[config.mk]
export PLATFORM = sky130hd
export DESIGN_NAME = l1_dcache
export DESIGN_NICKNAME = d
export VERILOG_FILES = /design/src/rtl/l1_dcache.sv
export SDC_FILE = /design/constraint.sdc
export NUM_CORES = 2
export LEC_CHECK = 0
export CAP_MARGIN = 20
export CORE_UTILIZATION = 35
export DETAILED_ROUTE_END_ITERATION = 7
export HOLD_SLACK_MARGIN = 0.12
export SKIP_LAST_GASP = 1
export SLEW_MARGIN = 10
export SYNTH_ARGS = -nofsm -noshare
export SYNTH_HDL_FRONTEND = slang
export SYNTH_SLANG_ARGS = --single-unit
[constraint.sdc]
create_clock -name clk -period 9.6 [get_ports clk]
set_clock_uncertainty 0.2 [all_clocks]
set_input_delay 2.4 -clock clk [delete_from_list [all_inputs] [get_ports clk]]
set_output_delay 2.4 -clock clk [all_outputs]
set_load 0.02 [all_outputs]
[src/rtl/l1_dcache.sv]
// l1_dcache: direct-mapped, write-back, write-allocate L1 data cache.
// Serves the MEM-stage word/byte port, including two-phase indirect
// accesses (phase 1 fetches a pointer, phase 2 accesses through it), and
// fills/evicts 128-bit lines over the physical-memory port.
//
//   state     | meaning
//   ----------+---------------------------------------------------------
//   S_IDLE    | lookup with EA = mem_address (direct, or indirect phase 1)
//   S_IND     | indirect phase 2, lookup with EA = latched pointer
//   S_WB      | writing the dirty victim line back to pmem
//   S_FILL    | fetching the missing line from pmem
module l1_dcache #(
  parameter int NUM_SETS = 8
) (
  input  logic         clk,
  input  logic         reset,
  input  logic [15:0]  mem_address,
  input  logic         mem_read,
  input  logic         mem_write,
  input  logic [1:0]   mem_byte_enable,
  input  logic [15:0]  mem_wdata,
  input  logic         indirect,
  output logic [15:0]  mem_rdata,
  output logic         mem_resp,
  output logic [15:0]  pmem_address,
  output logic         pmem_read,
  output logic         pmem_write,
  output logic [127:0] pmem_wdata,
  input  logic [127:0] pmem_rdata,
  input  logic         pmem_resp
);

  localparam int IW = $clog2(NUM_SETS);
  localparam int TW = 12 - IW;

  typedef enum logic [1:0] {S_IDLE, S_IND, S_WB, S_FILL} state_e;

  state_e          state_q, state_d;
  logic [15:0]     ptr_q, ptr_d;
  logic            ret_ind_q, ret_ind_d;
  logic [TW-1:0]   miss_tag_q, miss_tag_d;
  logic [IW-1:0]   miss_idx_q, miss_idx_d;

  logic [NUM_SETS-1:0] valid_q, dirty_q;
  logic [TW-1:0]       tag_q  [NUM_SETS];
  logic [127:0]        data_q [NUM_SETS];

  logic [15:0]   ea;
  logic [IW-1:0] ea_idx;
  logic [TW-1:0] ea_tag;
  logic [2:0]    ea_word;
  logic [6:0]    sel_lo, sel_hi;
  logic [127:0]  line;
  logic [127:0]  wline;
  logic [15:0]   word;
  logic          req, lookup, hit, do_write, fill_done;
  logic          unused_addr_bit;

  // Address decode, hit detection and write-merge of the looked-up line.
  always_comb begin
    ea       = (state_q == S_IND) ? ptr_q : mem_address;
    ea_idx   = ea[IW+3:4];
    ea_tag   = ea[15:IW+4];
    ea_word  = ea[3:1];
    sel_lo   = {ea_word, 4'b0000};
    sel_hi   = {ea_word, 4'b1000};
    line     = data_q[ea_idx];
    word     = line[sel_lo +: 16];
    req      = mem_read | mem_write;
    lookup   = req && (state_q == S_IDLE || state_q == S_IND);
    hit      = lookup && valid_q[ea_idx] && (tag_q[ea_idx] == ea_tag);
    // Indirect phase 1 only fetches the pointer; it never completes.
    mem_resp = hit && !(state_q == S_IDLE && indirect);
    mem_rdata = hit ? word : 16'h0000;
    // Read and write together is treated as a write.
    do_write = mem_resp && mem_write;
    fill_done = (state_q == S_FILL) && pmem_resp;
    wline    = line;
    if (mem_byte_enable[0]) wline[sel_lo +: 8] = mem_wdata[7:0];
    if (mem_byte_enable[1]) wline[sel_hi +: 8] = mem_wdata[15:8];
  end

  assign unused_addr_bit = ea[0];

  // The line address is latched at the miss so pmem_address stays stable
  // even if the requester drops or changes its request mid-miss.
  always_comb begin
    pmem_read  = (state_q == S_FILL);
    pmem_write = (state_q == S_WB);
    pmem_wdata = data_q[miss_idx_q];
    if (state_q == S_WB) pmem_address = {tag_q[miss_idx_q], miss_idx_q, 4'b0000};
    else                 pmem_address = {miss_tag_q, miss_idx_q, 4'b0000};
  end

  // Next-state logic for the controller.
  always_comb begin
    state_d    = state_q;
    ptr_d      = ptr_q;
    ret_ind_d  = ret_ind_q;
    miss_tag_d = miss_tag_q;
    miss_idx_d = miss_idx_q;
    case (state_q)
      S_IDLE, S_IND: begin
        if (!req) begin
          state_d = S_IDLE;
          ptr_d   = 16'h0000;
        end else if (hit) begin
          if (state_q == S_IDLE && indirect) begin
            ptr_d   = word;
            state_d = S_IND;
          end else begin
            state_d = S_IDLE;
          end
        end else begin
          miss_tag_d = ea_tag;
          miss_idx_d = ea_idx;
          ret_ind_d  = (state_q == S_IND);
          state_d    = (valid_q[ea_idx] && dirty_q[ea_idx]) ? S_WB : S_FILL;
        end
      end
      S_WB: begin
        if (pmem_resp) begin
          if (req) begin
            state_d = S_FILL;
          end else begin
            state_d = S_IDLE;
            ptr_d   = 16'h0000;
          end
        end
      end
      S_FILL: begin
        if (pmem_resp) begin
          if (!req) begin
            state_d = S_IDLE;
            ptr_d   = 16'h0000;
          end else begin
            state_d = ret_ind_q ? S_IND : S_IDLE;
          end
        end
      end
      default: state_d = S_IDLE;
    endcase
  end

  // Controller registers.
  always_ff @(posedge clk or negedge reset) begin
    if (!reset) begin
      state_q    <= S_IDLE;
      ptr_q      <= 16'h0000;
      ret_ind_q  <= 1'b0;
      miss_tag_q <= '0;
      miss_idx_q <= '0;
    end else begin
      state_q    <= state_d;
      ptr_q      <= ptr_d;
      ret_ind_q  <= ret_ind_d;
      miss_tag_q <= miss_tag_d;
      miss_idx_q <= miss_idx_d;
    end
  end

  // Valid/dirty bits: set on fill completion, dirty on write hit.
  always_ff @(posedge clk or negedge reset) begin
    if (!reset) begin
      valid_q <= '0;
      dirty_q <= '0;
    end else if (fill_done) begin
      valid_q[miss_idx_q] <= 1'b1;
      dirty_q[miss_idx_q] <= 1'b0;
    end else if (do_write) begin
      dirty_q[ea_idx] <= 1'b1;
    end
  end

  // Tag and data arrays; contents are qualified by valid so no reset needed.
  always_ff @(posedge clk) begin
    if (fill_done) begin
      data_q[miss_idx_q] <= pmem_rdata;
      tag_q[miss_idx_q]  <= miss_tag_q;
    end else if (do_write) begin
      data_q[ea_idx] <= wline;
    end
  end

endmodule

==> flow_summary.json <==
{
  "outcome": "complete, but fails checks",
  "violations": "design-rule violations",
  "drc": 84,
  "tns_ps": 0,
  "slowest_stage": "clkdlybuf4s50_1",
  "path_clk_slew_ps": 60,
  "p_seq_frac": 0.316,
  "maxCapViolCount": 0,
  "pwr-share-comb": 0.427,
  "cp_max_fo": 58,
  "period_share": 0.990,
  "r2r_start": "ptr_q[4]",
  "swShare": 0.402,
  "slew_headroom": 0.161,
  "grt_pass1_wl_um": 292000,
  "antenna_found_initial": 30,
  "nets": 4785,
  "antenna_left": 0,
  "ys_ff_latch": 1142,
  "ys_async_sr_fraction": 0.0403,
  "hold_viol": 0,
  "overflow": 0,
  "die_h_um": 397,
  "crit_chain": "clkdlybuf4s50_1, inv_1, a31oi_4, buf_12, buf_4, a21oi_1, nor4_1, buf_4, a221oi_1, a211oi_1, buf_4, nor2_1, clkdlybuf4s50_1",
  "r2r_end": "data_q[2][38]",
  "yosysUniqueCellTypes": 65,
  "cpPeakStageDelay_ps": 620,
  "worstHoldEndpoint": "valid_q[4]",
  "coreArea_mm2": 0.154,
  "crit_top_cell": "buf_4",
  "setup_viol": 0,
  "synthCells": 4332,
  "synth_area_per_cell_um2": 12.6,
  "r2r_cells": 10,
  "r2r_slack_ps": 3190,
  "end_kind": "primary output",
  "cts_max_level": 3,
  "cts_made_buffers": 121,
  "finalCriticalPeriod_ps": 9500,
  "syn2layout_area_growth_pct": 19.5,
  "worstPathRequired_ps": 7000,
  "grt_max_degree": 132,
  "ys.warnings.count": 0,
  "drt_wl_total_um": 209000,
  "grt_util_all_layers": 0.257,
  "post_cts_buffers": 0,
  "place.gp.congestion": 0.944,
  "clockRootBuffer": "clkbuf_16",
  "power_switching_w": 0.00772,
  "io_buffer_count": 325,
  "firstDrtPassIters": 8,
  "rows": 144,
  "clockBufferDepth": 3,
  "clockPowerShare": 0.257,
  "critPathKind": "input pin to primary output",
  "cts_tree": "done",
  "clock-sinks": 1142,
  "die_w_um": 397,
  "synth-edff-count": 1096,
  "crit_arrival_ps": 6900,
  "p_per_area_mw_per_mm2": 295,
  "drive_gt1_frac": 0.109,
  "crit_family": "buffers and inverters",
  "io_pins": 331,
  "rsz0062_at_grt": "false",
  "leakage_nw": 22.0,
  "intPower_w": 0.0115,
  "ctsResizeCount": 0,
  "synthFlopType": "edfxtp_1",
  "hold_buffers": 0,
  "drv_slew": 0,
  "seq_area_frac_synth": 0.625,
  "ir_drop_v": 0.000353,
  "netlist_area_mm2": 0.0545,
  "fin_ws_ps": 96.4,
  "maxClockFrequency_mhz": 105,
  "cp.buffers_inverters": 7,
  "drt_iter0_markers": 5285,
  "hold_class": "flip-flop to flip-flop",
  "hold_path_startpoint": "valid_q[4]",
  "grt_pass1_vias": 39900,
  "clk-insertion-delay-late_ps": 820,
  "hpwl_um": 128000,
  "dp_slack_ps": 202,
  "wl_per_cell_um": 30.9,
  "start_util": 0.353,
  "holdPathStages": 2,
  "vias_per_cell": 6.19,
  "vias": 41900,
  "dieArea_mm2": 0.157,
  "cp-start-kind": "input pin",
  "worstMarginPinSlew_ps": 1260
}
[metrics by stage]
step / util / area (um^2) / hold WS [ps] / cells / total power [W]
after floorplan: - / 54500 / 214 / 4335 / 0.0102
after global placement: 0.394 / 60800 / 228 / 6530 / 0.0142
after detailed placement: 0.394 / 60800 / 241 / 6530 / 0.0142
after CTS: 0.422 / 65000 / 255 / 6760 / 0.0191
after global routing: 0.422 / 65100 / 279 / 6764 / 0.0197
final: 0.422 / 65100 / 257 / 6776 / 0.0192
[cells in the final DEF (no fill, tap or decap), types with 46 or more instances in the layout]
cell,n
edfxtp_1,1096
a22oi_1,514
nand2_1,474
mux2i_1,449
clkdlybuf4s50_1,323
a21oi_1,298
o22ai_1,164
o21ai_0,143
buf_4,142
nand4_1,133
clkbuf_16,121
nor3_1,112
nor2_1,107
mux2_2,104
nor4_1,56
a211oi_1,46
dfrtp_1,46
[how the worst max path moves through the flow]
stage,startpoint,end,slack (ps),cells past startpoint
4_1_cts,mem_address[6],mem_rdata[1],180,12
2_1_floorplan,mem_address[4],data_q[0][0],1310,13
3_3_place_gp,mem_address[6],mem_rdata[1],290,12
3_5_place_dp,mem_address[6],mem_rdata[1],200,12
5_1_grt,mem_address[6],mem_rdata[7],2,10
6_report,mem_address[5],mem_rdata[7],100,13
[registers in the layout, summed over array words and instances (netlist names)]
register    flops
data_q       1024
dirty_q         8
miss_idx_q      3
miss_tag_q      9
ptr_q          15
ret_ind_q       1
state_q         2
tag_q          72
valid_q         8
[Yosys cell counts (12+ instances only)]
cell / instances / share of area
o22ai_1: 164 / 0.019
nand3_1: 25 / 0.0023
a211oi_1: 47 / 0.0065
mux2i_1: 452 / 0.083
edfxtp_1: 1096 / 0.60
inv_1: 31 / 0.0021
nor2_1: 109 / 0.0075
a22oi_1: 514 / 0.071
dfrtp_1: 46 / 0.021
a21oi_1: 299 / 0.027
buf_2: 54 / 0.0050
nor2b_1: 12 / 0.0014
nand2_1: 474 / 0.033
mux2_2: 105 / 0.022
clkbuf_1: 233 / 0.016
o32ai_1: 12 / 0.0019
buf_4: 12 / 0.0017
nor4_1: 56 / 0.0064
a221oi_1: 21 / 0.0034
nand4_1: 133 / 0.015
nor3_1: 113 / 0.010
buf_1: 48 / 0.0033
o21ai_0: 143 / 0.013
mux2_1: 35 / 0.0072
[power by group through the flow]
stage | registers (W) | logic, W | clock network, W
3_5_place_dp | 0.00617 | 0.00803 | 0
5_1_grt | 0.00610 | 0.00844 | 0.00517
3_3_place_gp | 0.00616 | 0.00801 | 0
4_1_cts | 0.00607 | 0.00806 | 0.00497
6_report | 0.00607 | 0.00821 | 0.00494
2_1_floorplan | 0.00613 | 0.00403 | 0
[final cells by class]
| class | count | area (um^2) |
|---|---|---|
| repair buffers | 505 | 5060 |
| inverters | 33 | 124 |
| fillers | 14100 | 89100 |
| well taps | 2044 | 2560 |
| diodes | 14 | 35.0 |
| clock buffers | 140 | 3100 |
| multi-input cells | 2808 | 19000 |
| clock inverters | 90 | 1120 |
| flip-flops and latches | 1142 | 34100 |
[per-layer routing]
metal | vias to the layer above | track usage | share of wire
met3 | 463 | 0.0743 | 0.12
met2 | 2734 | 0.388 | 0.44
met5 | - | 0.0120 | 0.0021
li1 | 17700 | - | -
met1 | 21000 | 0.341 | 0.38
met4 | 30 | 0.117 | 0.050
[logic make-up after synthesis]
logic type               Yosys count  share of synthesized area
AO/OA/AOI/OAI                   1235                      0.148
buffers and inverters            385                     0.0292
other                              1                  0.0000688
multiplexers                     597                      0.114
flip-flops                      1142                      0.625
XOR/XNOR                           5                   0.000804
AND/OR/NAND/NOR                  961                     0.0815
adder cells (fa/ha/maj)            6                    0.00138
[worst min-delay path, cell delays in order, from the launching register on]
cell and delay [ps]:
dfrtp_1 330, inv_1 50, nand2_1 50
(Power assumes the default switching activity.)
